**config.mk**
```make
export PLATFORM = sky130hd
export DESIGN_NAME = terminal_writer
export DESIGN_NICKNAME = d
export VERILOG_FILES = /design/src/rtl/terminal_pkg.sv /design/src/rtl/terminal_writer.sv
export SDC_FILE = /design/constraint.sdc
export NUM_CORES = 1
export LEC_CHECK = 0
export CORE_MARGIN = 1
export CORE_UTILIZATION = 51
export CTS_CLUSTER_DIAMETER = 30
export CTS_CLUSTER_SIZE = 8
export DETAILED_ROUTE_END_ITERATION = 10
export HOLD_SLACK_MARGIN = 0.03
export PLACE_DENSITY = 0.78
export SYNTH_ARGS = -nofsm -noshare
export SYNTH_HDL_FRONTEND = slang
export SYNTH_SLANG_ARGS = --single-unit
```
**constraint.sdc**
```tcl
create_clock -name clk -period 2.2 [get_ports clk]
set_input_delay 0.44 -clock clk [delete_from_list [all_inputs] [get_ports clk]]
set_output_delay 0.44 -clock clk [all_outputs]
set_load 0.02 [all_outputs]
```
**src/rtl/terminal_pkg.sv**
```systemverilog
// ---------------------------------------------------------------------------
// terminal_pkg : port offsets, control codes and FSM type for terminal_writer
// Revision     : 1.0
// ---------------------------------------------------------------------------
`default_nettype none

package terminal_pkg;

  // Offsets from BASE_PORT of the five decoded CPU ports
  localparam logic [7:0] OFF_CHAR = 8'd0;
  localparam logic [7:0] OFF_ROW  = 8'd1;
  localparam logic [7:0] OFF_COL  = 8'd2;
  localparam logic [7:0] OFF_ATTR = 8'd3;
  localparam logic [7:0] OFF_CMD  = 8'd4;

  localparam logic [7:0] CH_BS    = 8'h08;
  localparam logic [7:0] CH_LF    = 8'h0A;
  localparam logic [7:0] CH_CR    = 8'h0D;
  localparam logic [7:0] CH_SPACE = 8'h20;

  localparam logic [7:0] DEFAULT_ATTR = 8'h0F;

  typedef enum logic [0:0] {
    ST_IDLE  = 1'b0,
    ST_CLEAR = 1'b1
  } term_state_t;

endpackage : terminal_pkg

`default_nettype wire

```
**src/rtl/terminal_writer.sv**
```systemverilog
// ---------------------------------------------------------------------------
// terminal_writer : CPU port-mapped text terminal writing a character memory
// Revision        : 1.0
// ---------------------------------------------------------------------------
`default_nettype none

module terminal_writer
  import terminal_pkg::*;
#(
  parameter int         COLS           = 80,
  parameter int         ROWS           = 30,
  parameter logic [7:0] BASE_PORT      = 8'h80,
  parameter bit         CLEAR_ON_RESET = 1'b1
) (
  input  logic        clk,
  input  logic        reset,
  input  logic [7:0]  port_id,
  input  logic [7:0]  write_data,
  input  logic        write_strobe,
  output logic [11:0] mem_addr,
  output logic        mem_en,
  output logic [15:0] mem_data,
  output logic [7:0]  status,
  output logic [6:0]  cursor_col
);

  localparam logic [6:0] LAST_COL = 7'(COLS - 1);
  localparam logic [4:0] LAST_ROW = 5'(ROWS - 1);
  localparam logic [7:0] COLS_B   = 8'(COLS);
  localparam logic [7:0] ROWS_B   = 8'(ROWS);

  term_state_t state_q, state_d;
  logic [4:0]  row_q, row_d;
  logic [6:0]  col_q, col_d;
  logic [7:0]  attr_q, attr_d;
  logic        mem_en_q, mem_en_d;
  logic [11:0] mem_addr_q, mem_addr_d;
  logic [15:0] mem_data_q, mem_data_d;
  logic        start_q, start_d;

  logic [7:0]  port_off;
  logic [4:0]  row_inc;
  logic [4:0]  row_step;
  logic [6:0]  col_step;
  logic        at_last_cell;

  assign port_off = port_id - BASE_PORT;
  assign row_inc  = (row_q == LAST_ROW) ? 5'd0 : row_q + 5'd1;

  // Cursor position after one printable cell; shared by CHAR writes and the clear sweep
  assign col_step     = (col_q == LAST_COL) ? 7'd0 : col_q + 7'd1;
  assign row_step     = (col_q == LAST_COL) ? row_inc : row_q;
  assign at_last_cell = (col_q == LAST_COL) && (row_q == LAST_ROW);

  always_comb begin
    state_d    = state_q;
    row_d      = row_q;
    col_d      = col_q;
    attr_d     = attr_q;
    mem_en_d   = 1'b0;
    mem_addr_d = mem_addr_q;
    mem_data_d = mem_data_q;
    start_d    = 1'b0;

    case (state_q)
      ST_IDLE: begin
        if (start_q) begin
          state_d = ST_CLEAR;
          row_d   = 5'd0;
          col_d   = 7'd0;
        end else if (write_strobe) begin
          case (port_off)
            OFF_CHAR: begin
              case (write_data)
                CH_BS: col_d = (col_q == 7'd0) ? 7'd0 : col_q - 7'd1;
                CH_LF: begin
                  col_d = 7'd0;
                  row_d = row_inc;
                end
                CH_CR: col_d = 7'd0;
                default: begin
                  mem_en_d   = 1'b1;
                  mem_addr_d = {row_q, col_q};
                  mem_data_d = {attr_q, write_data};
                  col_d      = col_step;
                  row_d      = row_step;
                end
              endcase
            end
            OFF_ROW:  row_d  = (write_data >= ROWS_B) ? 5'd0 : write_data[4:0];
            OFF_COL:  col_d  = (write_data >= COLS_B) ? 7'd0 : write_data[6:0];
            OFF_ATTR: attr_d = write_data;
            OFF_CMD: begin
              if (write_data[0]) begin
                state_d = ST_CLEAR;
                row_d   = 5'd0;
                col_d   = 7'd0;
              end
            end
            default: ;
          endcase
        end
      end

      ST_CLEAR: begin
        // row/col double as the sweep address; they land on (0,0) after the last cell
        mem_en_d   = 1'b1;
        mem_addr_d = {row_q, col_q};
        mem_data_d = {attr_q, CH_SPACE};
        col_d      = col_step;
        row_d      = row_step;
        if (at_last_cell) begin
          state_d = ST_IDLE;
        end
      end

      default: state_d = ST_IDLE;
    endcase
  end

  always_ff @(posedge clk) begin
    if (reset) begin
      state_q    <= ST_IDLE;
      row_q      <= 5'd0;
      col_q      <= 7'd0;
      attr_q     <= DEFAULT_ATTR;
      mem_en_q   <= 1'b0;
      mem_addr_q <= 12'd0;
      mem_data_q <= 16'd0;
      start_q    <= CLEAR_ON_RESET;
    end else begin
      state_q    <= state_d;
      row_q      <= row_d;
      col_q      <= col_d;
      attr_q     <= attr_d;
      mem_en_q   <= mem_en_d;
      mem_addr_q <= mem_addr_d;
      mem_data_q <= mem_data_d;
      start_q    <= start_d;
    end
  end

  assign mem_en     = mem_en_q;
  assign mem_addr   = mem_addr_q;
  assign mem_data   = mem_data_q;
  assign status     = {(state_q == ST_CLEAR), 2'b00, row_q};
  assign cursor_col = col_q;

endmodule : terminal_writer

`default_nettype wire

```
# [Word-level counts from Yosys, hierarchy flattened]
# Cells that the tools add are included.
[op_classes] shift=0 n_div=0 order_cmp=2 n_bitwise=2 muxes=40 multipliers=0 reduce_logical=10 n_addsub=4 eq_ne=18
[op_table] operator="$mux W16" n=4
[op_table] operator="$mux W12" n=4
[op_table] operator="$mux W7" n=6
[op_table] operator="$pmux W16 S2" n=1
[op_table] operator="$mux W5" n=6
[op_table] operator="$pmux W7 S2" n=2
[op_table] operator="$eq A8 B4 Y1 const B" n=3
[op_table] operator="$pmux W12 S2" n=1
[op_table] operator="$pmux W7 S3" n=1
[op_table] operator="$pmux W5 S2" n=2
[op_table] operator="$eq A8 B2 Y1 const B" n=2
[op_table] operator="$pmux W5 S3" n=1
[op_table] operator="$reduce_and A4 Y1" n=3
[op_table] operator="$mux W1" n=10
[op_table] operator="$ne A5 B2 Y1 const B" n=2
[op_table] operator="$eq A8 B1 Y1 const B" n=1
[op_table] operator="$eq A8 B3 Y1 const B" n=1
[op_table] operator="$ge A8 B5 Y1 const B" n=1
[op_table] operator="$ge A8 B7 Y1 const B" n=1
[op_table] operator="$logic_not A8 Y1" n=1
[op_table] operator="$ne A4 B4 Y1 const B" n=2
[op_table] operator="$sub A8 B8 Y8 const B" n=1
[op_table] operator="$add A7 B1 Y7 const B" n=1
[op_table] operator="$eq A7 B7 Y1 const B" n=1
[op_table] operator="13 further kinds" n=18
[word_totals] mem_bits_rw=0 output_inout_bits=44 memories=0 latchBits=0 mem_bits_ro=0 elab_cells=84 in_bits=19 regBits=51

# [Longest topological paths before layout]
# Gate-level depths: netlist (run 1).
[logic_depth] depth_word=8 depth_mapped=8 ltp_nobuf=7

# [Worst setup path before layout (run 1)]
# Ideal clock, no wire load.
[synth_timing] path_type="input -> register" startpoint="in write_data[6]" endpoint="reg col_q[2] (netlist: cursor_col[2])" setup_ps=79 stages=6 setup_slack_ps=175 t_arrival_ps=1946 path_cell_list="buf_6 > or4_4 > or3_4 > o32ai_2 > o211ai_1 > a211oi_2"
[synth_between] elab_chain_cells=7 elab_cells_between_ends=11 classes_between="order compare: 1; eq/ne: 3; mux: 6; reduce/logical: 1"
[synth_rtl] element="from (decl)" line_no="terminal_writer.sv:18" source="input logic [7:0] write_data,"
[synth_rtl] element="branches (longest 3 deep; another with $ge A8 B7 Y1)"
[synth_rtl] element="$pmux W7 S3 (*)" line_no="terminal_writer.sv:72" source="case (port_off)"
[synth_rtl] element="$mux W7 (*)" line_no="terminal_writer.sv:71" source="end else if (write_strobe) begin"
[synth_rtl] element="$mux W7 (*)" line_no="terminal_writer.sv:67" source="if (start_q) begin"
[synth_rtl] element="$pmux W7 S2 (*)" line_no="terminal_writer.sv:65" source="case (state_q)"
[synth_rtl] element="to (signal assigned)" line_no="terminal_writer.sv:134" source="col_q <= col_d;"
[synth_rtl] element="to (decl)" line_no="terminal_writer.sv:34" source="logic [6:0] col_q, col_d;"
# Every way passes the cells marked *. The select of a mux whose other input is x is not followed.
# A chain may end at the register's enable or synchronous reset.

# [Worst setup path after layout (run 1)]
[layout_timing] startpoint="in port_id[1]" endpoint="reg col_q[2] (netlist: cursor_col[2])"
[layout_between] elab_chain_cells=6 elab_cells_between_ends=11 classes_between="add/sub: 1; eq/ne: 4; mux: 4; reduce/logical: 2"
[layout_rtl] element="from (decl)" line_no="terminal_writer.sv:17" source="input logic [7:0] port_id,"
[layout_rtl] element="$sub A8 B8 Y8 (*)" line_no="terminal_writer.sv:47" source="assign port_off = port_id - BASE_PORT;"
[layout_rtl] element="$eq A8 B3 Y1 (tied with other cells)" line_no="terminal_writer.sv:72"
[layout_rtl] element="$pmux W7 S3" line_no="terminal_writer.sv:72"
[layout_rtl] element="$mux W7" line_no="terminal_writer.sv:71"
[layout_rtl] element="$mux W7" line_no="terminal_writer.sv:67"
[layout_rtl] element="$pmux W7 S2" line_no="terminal_writer.sv:65"
# Every way passes the cells marked *; elsewhere a longest branch is shown, timed or not. The select of a mux whose other input is x is not followed.

==> results of run 1 <==
-- through the flow --
stage / setup TNS (ns) / utilization, % / area [um2] / std cells
5_1_grt: -0.0121 / 75.2 / 4190 / 521
3_3_place_gp: -8.81 / 71.7 / 4000 / 514
3_5_place_dp: -10.73 / 71.7 / 4000 / 514
4_1_cts: 0 / 73.8 / 4110 / 521
2_1_floorplan: 0 / - / 2990 / 350
6_report: 0 / 75.2 / 4190 / 521
-- worst min-delay path: stages (launching register included) --
cell	delay, ns
dfxtp_1	0.34
mux2i_1	0.07
nand2_1	0.06
-- report_power, final --
group | leakage, nW | switching [mW] | internal, mW
clock network | 0.0513 | 0.303 | 0.334
registers | 0.416 | 0.0412 | 0.956
logic | 1.30 | 0.278 | 0.251
-- per-layer routing --
metal	up-vias	track usage, %
met2	158	48.0
met3	21	4.30
li1	1476	-
met5	-	0
met4	0	9.63
met1	1461	38.0
-- area by class of cell --
type | instances | area, um2 | share of cell area [%]
Multi-Input combinational cell | 261 | 1870 | 44.7
Timing Repair Buffer | 120 | 1070 | 25.4
Sequential cell | 51 | 1020 | 24.4
Tap cell | 72 | 90.1 | 2.15
Clock buffer | 6 | 72.6 | 1.73
Inverter | 10 | 37.5 | 0.896
Clock inverter | 1 | 30.0 | 0.717
-- layout by cell type, fill, tap and decap left out, types with 3 or more instances in the layout --
| cell | count |
|---|---|
| buf_4 | 58 |
| clkdlybuf4s50_1 | 57 |
| dfxtp_1 | 51 |
| nor2_1 | 47 |
| mux2i_1 | 36 |
| nand2_1 | 19 |
| a21oi_1 | 18 |
| o21ai_0 | 12 |
| inv_1 | 9 |
| and3_1 | 9 |
| nand3_1 | 6 |
| nand4_1 | 5 |
| ha_1 | 5 |
| clkbuf_8 | 5 |
| o211ai_1 | 4 |
| nor2b_1 | 4 |
| nor3b_1 | 4 |
| xor2_1 | 4 |
| a31oi_1 | 4 |
| a311oi_2 | 4 |
| a311oi_1 | 4 |
| nor3_1 | 3 |
| a22oi_1 | 3 |
| a211oi_1 | 3 |
| or3_1 | 3 |
| o21ai_1 | 3 |
| mux2_2 | 3 |
| dlymetal6s2s_1 | 3 |
-- sequential cells by signal, summed over array words and instances, names as in the netlist --
register    cells
mem_data       16
mem_addr       12
attr_q          8
cursor_col      7
row_q           5
mem_en          1
start_q         1
state_q         1
-- what timing repair did --
action / 4_1_cts / 5_1_grt
gates resized for setup: 3 / 15
pin swaps: 1 / 6
setup endpoints to repair: 6 / 37
-- cell families (layout without fill, tap and decap cells) --
logic type                 Yosys count  count (layout)  share of synthesized area (%)
and+or+nand+nor                    123             123                           21.6
AOI/OAI and AO/OA                   86              86                           21.2
DFF                                 51              51                           34.2
muxes                               39              39                           13.2
buffers and inverters               38             137                           5.86
xor gates and xnor gates             6               6                           1.76
adders and majority gates            5               5                           2.09
other                                1               2                          0.126
-- worst paths after layout --
| check | from | cells past startpoint | slack [ns] | end |
|---|---|---|---|---|
| setup / recovery | port_id[1] | 8 | 0.02 | cursor_col[2]$_SDFFE_PP0P_ |
| hold reg to reg | attr_q[2]$_SDFFE_PP1P_ | 2 | 0.49 | attr_q[2]$_SDFFE_PP1P_ |
| hold / removal | attr_q[2]$_SDFFE_PP1P_ | 2 | 0.49 | attr_q[2]$_SDFFE_PP1P_ |
| setup reg to reg | cursor_col[2]$_SDFFE_PP0P_ | 5 | 0.23 | cursor_col[6]$_SDFFE_PP0P_ |
==> out/metrics.csv, run 1 <==
metric;value;unit
CTS Buf Count;5;
Nets;473;
fmax;459;MHz
antenna fix cells;0;
routed via count;3116;
Mapped Area;0.00299;mm2
synth unique cells;70;
top sig layer;met4;
DR WL/cell;16.9;um
Pwr Total;2.16;mW
met1 wire length;3880;um
Seq/Total Area, Yosys;34.2;%
crit path DAT;2.41;ns
CTS Buffer Depth;2;
Async S/R FF share, synth;0;%
slowest CP cell;clkdlybuf4s50_1;
Via density;5.98;
htree depth;2;
dominant cell type by area after synthesis;dfxtp_1;
initial core utilization;53.6;%
max incr delay on CP;0.55;ns
crit share post-route;99.0;%
initial antenna violation count;0;
most frequent CP cell;buf_4;
fill count;412;
met3 WL;650;um
Worst Path Max Fanout;7;
Yosys warnings;0;
drc violations;0;
clock latency at the later pin of the worst-skew pair;0.30;ns
layout cells sized above 1;20.7;%
max-slew violations;0;
outcome;finished, final reports clean;
met2 WL;4050;um
post-route ant nets;0;
vias in the first global route;2927;
worst hold margin;0.491;ns
pin count of the biggest net entering global routing;38;
most common cell in the netlist;dfxtp_1;
setup ws final;0.0211;ns
Die Ht;78.5;um
drt pass-1 iters;7;
CP Class;input port to flop;
Worst Skew;0.00691;ns
Post-CTS Setup Inserts;0;
# clock sinks;51;
pwr/cell area;517;mW/mm2
Hold Fails Final Rpt;0;
CTS Hold Bufs;0;
grt ovf;0;
family with the most delay on the worst path;buffers and inverters;
root buf cell;clkbuf_8;
Tmin final;2.18;ns
Main synth FF type;dfxtp_1;
most frequent cells after synthesis;dfxtp_1 (51), nor2_1 (47), mux2i_1 (36);
final WL;8790;um
Worst EP required;2.43;ns
Port Buffers;60;
1st-iter DRT viols;450;
Area Growth Syn to Fin;40.2;%
Syn Inst Count;349;
Post-DP HPWL;6470;um
Crit. End Element;flop;
Die Area;0.00617;mm2
first-pass GRT wire length;14100;um
CTS tree;built;
die width;78.5;um
Max Cap Violations;0;
Worst Path Buf+Inv;3;
I/O pin count;63;
area share of the largest cell type after synthesis;34.2;%
Lkg Pwr;1.76;nW
HP Class;flop to flop;
Global Route Usage Sum;28.9;%
DP Worst Slack;-0.388;ns
FF+latch count, synth;51;
worst ir drop on vdd;0.000414;V
Worst-path clk slew;0.09;ns
Final Wtd Congestion;0.957;
Synth area leaders;dfxtp_1 (34%), mux2i_1 (12%), nor2_1 (5.9%), a21oi_1 (3.0%), nand2_1 (2.4%);
Setup-failing EPs final;0;
Post-synth EDFFs;0;
Core ar.;0.00557;mm2
row cnt;27;
Avg Synthesized Cell Area;8.56;um2
worst-path cell chain;clkdlybuf4s50_1 -> xor2_1 -> a31oi_1 -> buf_4 -> buf_4 -> nand4_1 -> a22o_1 -> a211oi_2;
CP Launch Type;input port;
No activity file was read; power rests on OpenSTA's default activity.
==> run 2: changes to the inputs <==
--- a/config.mk
+++ b/config.mk
@@ -11,7 +11,7 @@
 export CTS_CLUSTER_SIZE = 8
 export DETAILED_ROUTE_END_ITERATION = 10
 export HOLD_SLACK_MARGIN = 0.03
-export PLACE_DENSITY = 0.78
+export PLACE_DENSITY_LB_ADDON = 0.05
 export SYNTH_ARGS = -nofsm -noshare
 export SYNTH_HDL_FRONTEND = slang
 export SYNTH_SLANG_ARGS = --single-unit
==> out/metrics.csv, run 2 (synthesis results as in run 1) <==
metric;value;unit
clock latency at the later pin of the worst-skew pair;0.31;ns
crit path DAT;1.68;ns
Post-DP HPWL;6210;um
htree depth;2;
Lkg Pwr;1.77;nW
CTS Buffer Depth;2;
die width;78.5;um
drt pass-1 iters;5;
reg2reg start;cursor_col[1]$_SDFFE_PP0P_;
Post-CTS Setup Inserts;0;
slowest CP cell;clkdlybuf4s50_1;
initial antenna violation count;0;
Max transition margin;64.7;%
pin count of the biggest net entering global routing;38;
worst ir drop on vdd;0.000318;V
first-pass GRT wire length;14200;um
setup tns final;0;ns
Final Wtd Congestion;0.933;
CP Launch Type;flop;
Port Buffers;60;
Area Growth Syn to Fin;40.8;%
CTS Hold Bufs;0;
# clock sinks;51;
pwr/cell area;505;mW/mm2
I/O pin count;63;
fill count;428;
Post-Layout Inst Area;0.00421;mm2
fmax;472;MHz
family with the most delay on the worst path;buffers and inverters;
drc violations;0;
layout cells sized above 1;20.3;%
Crit. End Element;output port;
Worst EP required;1.76;ns
routed via count;3102;
CTS Buf Count;5;
max FFs per register;16;
Max Cap Violations;0;
commonest non-fill, non-tap cell in the layout;clkdlybuf4s50_1;
Placed Instance Area;0.00404;mm2
initial core utilization;53.6;%
max incr delay on CP;0.71;ns
final WL;8510;um
HP Class;flop to flop;
Nets;471;
HP Start;attr_q[2]$_SDFFE_PP1P_;
Core ar.;0.00557;mm2
row cnt;27;
Worst Path Max Fanout;13;
crit share post-route;96.3;%
Tmin final;2.12;ns
Worst-path clk slew;0.09;ns
RSZ-0062 raised after global routing;no;
slew at the pin closest to its max-slew limit;0.529;ns
antenna fix cells;0;
max-slew violations;0;
Hold Fails Final Rpt;0;
Die Ht;78.5;um
commonest cells after routing, fill and taps aside;clkdlybuf4s50_1 (55), buf_4 (54), dfxtp_1 (51);
Worst Skew;0.00765;ns
CTS tree;built;
Setup-failing EPs final;0;
Worst Path Buf+Inv;1;
post-route ant nets;0;
root buf cell;clkbuf_8;
outcome;finished, final reports clean;
Die Area;0.00617;mm2
worst-path cell chain;clkdlybuf4s50_1;
vias in the first global route;2812;
Global Route Usage Sum;29.2;%
1st-iter DRT viols;303;
DR WL/cell;16.4;um
post-layout utilization of the core;75.5;%
CP Class;flop to output port;
CP startpoint;state_q$_SDFF_PP0_;
grt ovf;0;
Via density;5.97;
-- run 2: cell types whose count changed in the layout (fill, tap and decap cells not counted), sizes merged --
cell / before / now
clkinvlp: 0 / 1
bufinv: 1 / 0
clkdlybuf4s50: 57 / 55
clkbuf: 6 / 7
dlygate4sd2: 0 / 2
buf: 60 / 58
-- run 2: cell type report --
class                      count  area (um2)  share of cell area [%]
multi-input combinational    261        1860                    44.3
timing repair buffer         118        1090                    25.9
sequential                    51        1020                    24.3
clock buffer                   7        96.3                    2.29
tap                           72        90.1                    2.14
inverter                      10        37.5                   0.892
clock inverter                 1        7.51                   0.178
-- run 2: power by group --
part / internal [mW] / total [mW] / switching [mW]
combinational: 0.252 / 0.519 / 0.267
clock: 0.287 / 0.600 / 0.314
sequential: 0.956 / 1.00 / 0.0472
-- run 2: worst paths after layout --
path | cells after the start | end | slack (ns)
max | 1 | status[7] | 0.08
max reg2reg | 6 | row_q[1]$_SDFFE_PP0P_ | 0.18
min | 2 | attr_q[2]$_SDFFE_PP1P_ | 0.50
min reg2reg | 2 | attr_q[2]$_SDFFE_PP1P_ | 0.50
-- run 2: layer usage --
layer	up-vias	share of wire [%]	global-route usage, %
met3	15	6.3	5.00
met4	0	1.6	10.6
li1	1474	-	-
met5	-	0	0
met1	1465	45	40.6
met2	148	47	44.9
-- run 2: through the flow --
stage | power (mW) | hold slack (ns) | std cells | worst slack [ns]
CTS | 2.12 | 0.494 | 520 | 0.0295
finish | 2.12 | 0.498 | 520 | 0.0808
floorplan | 1.30 | 0.441 | 350 | 0.175
global placement | 1.52 | 0.450 | 512 | -0.371
global route | 2.22 | 0.522 | 520 | 0.0167
detailed placement | 1.53 | 0.473 | 512 | -0.458
-- run 2: timing repair --
item	4_1_cts	5_1_grt
pin swaps	1	2
endpoints found under the setup margin	6	13
gates resized for setup	5	9
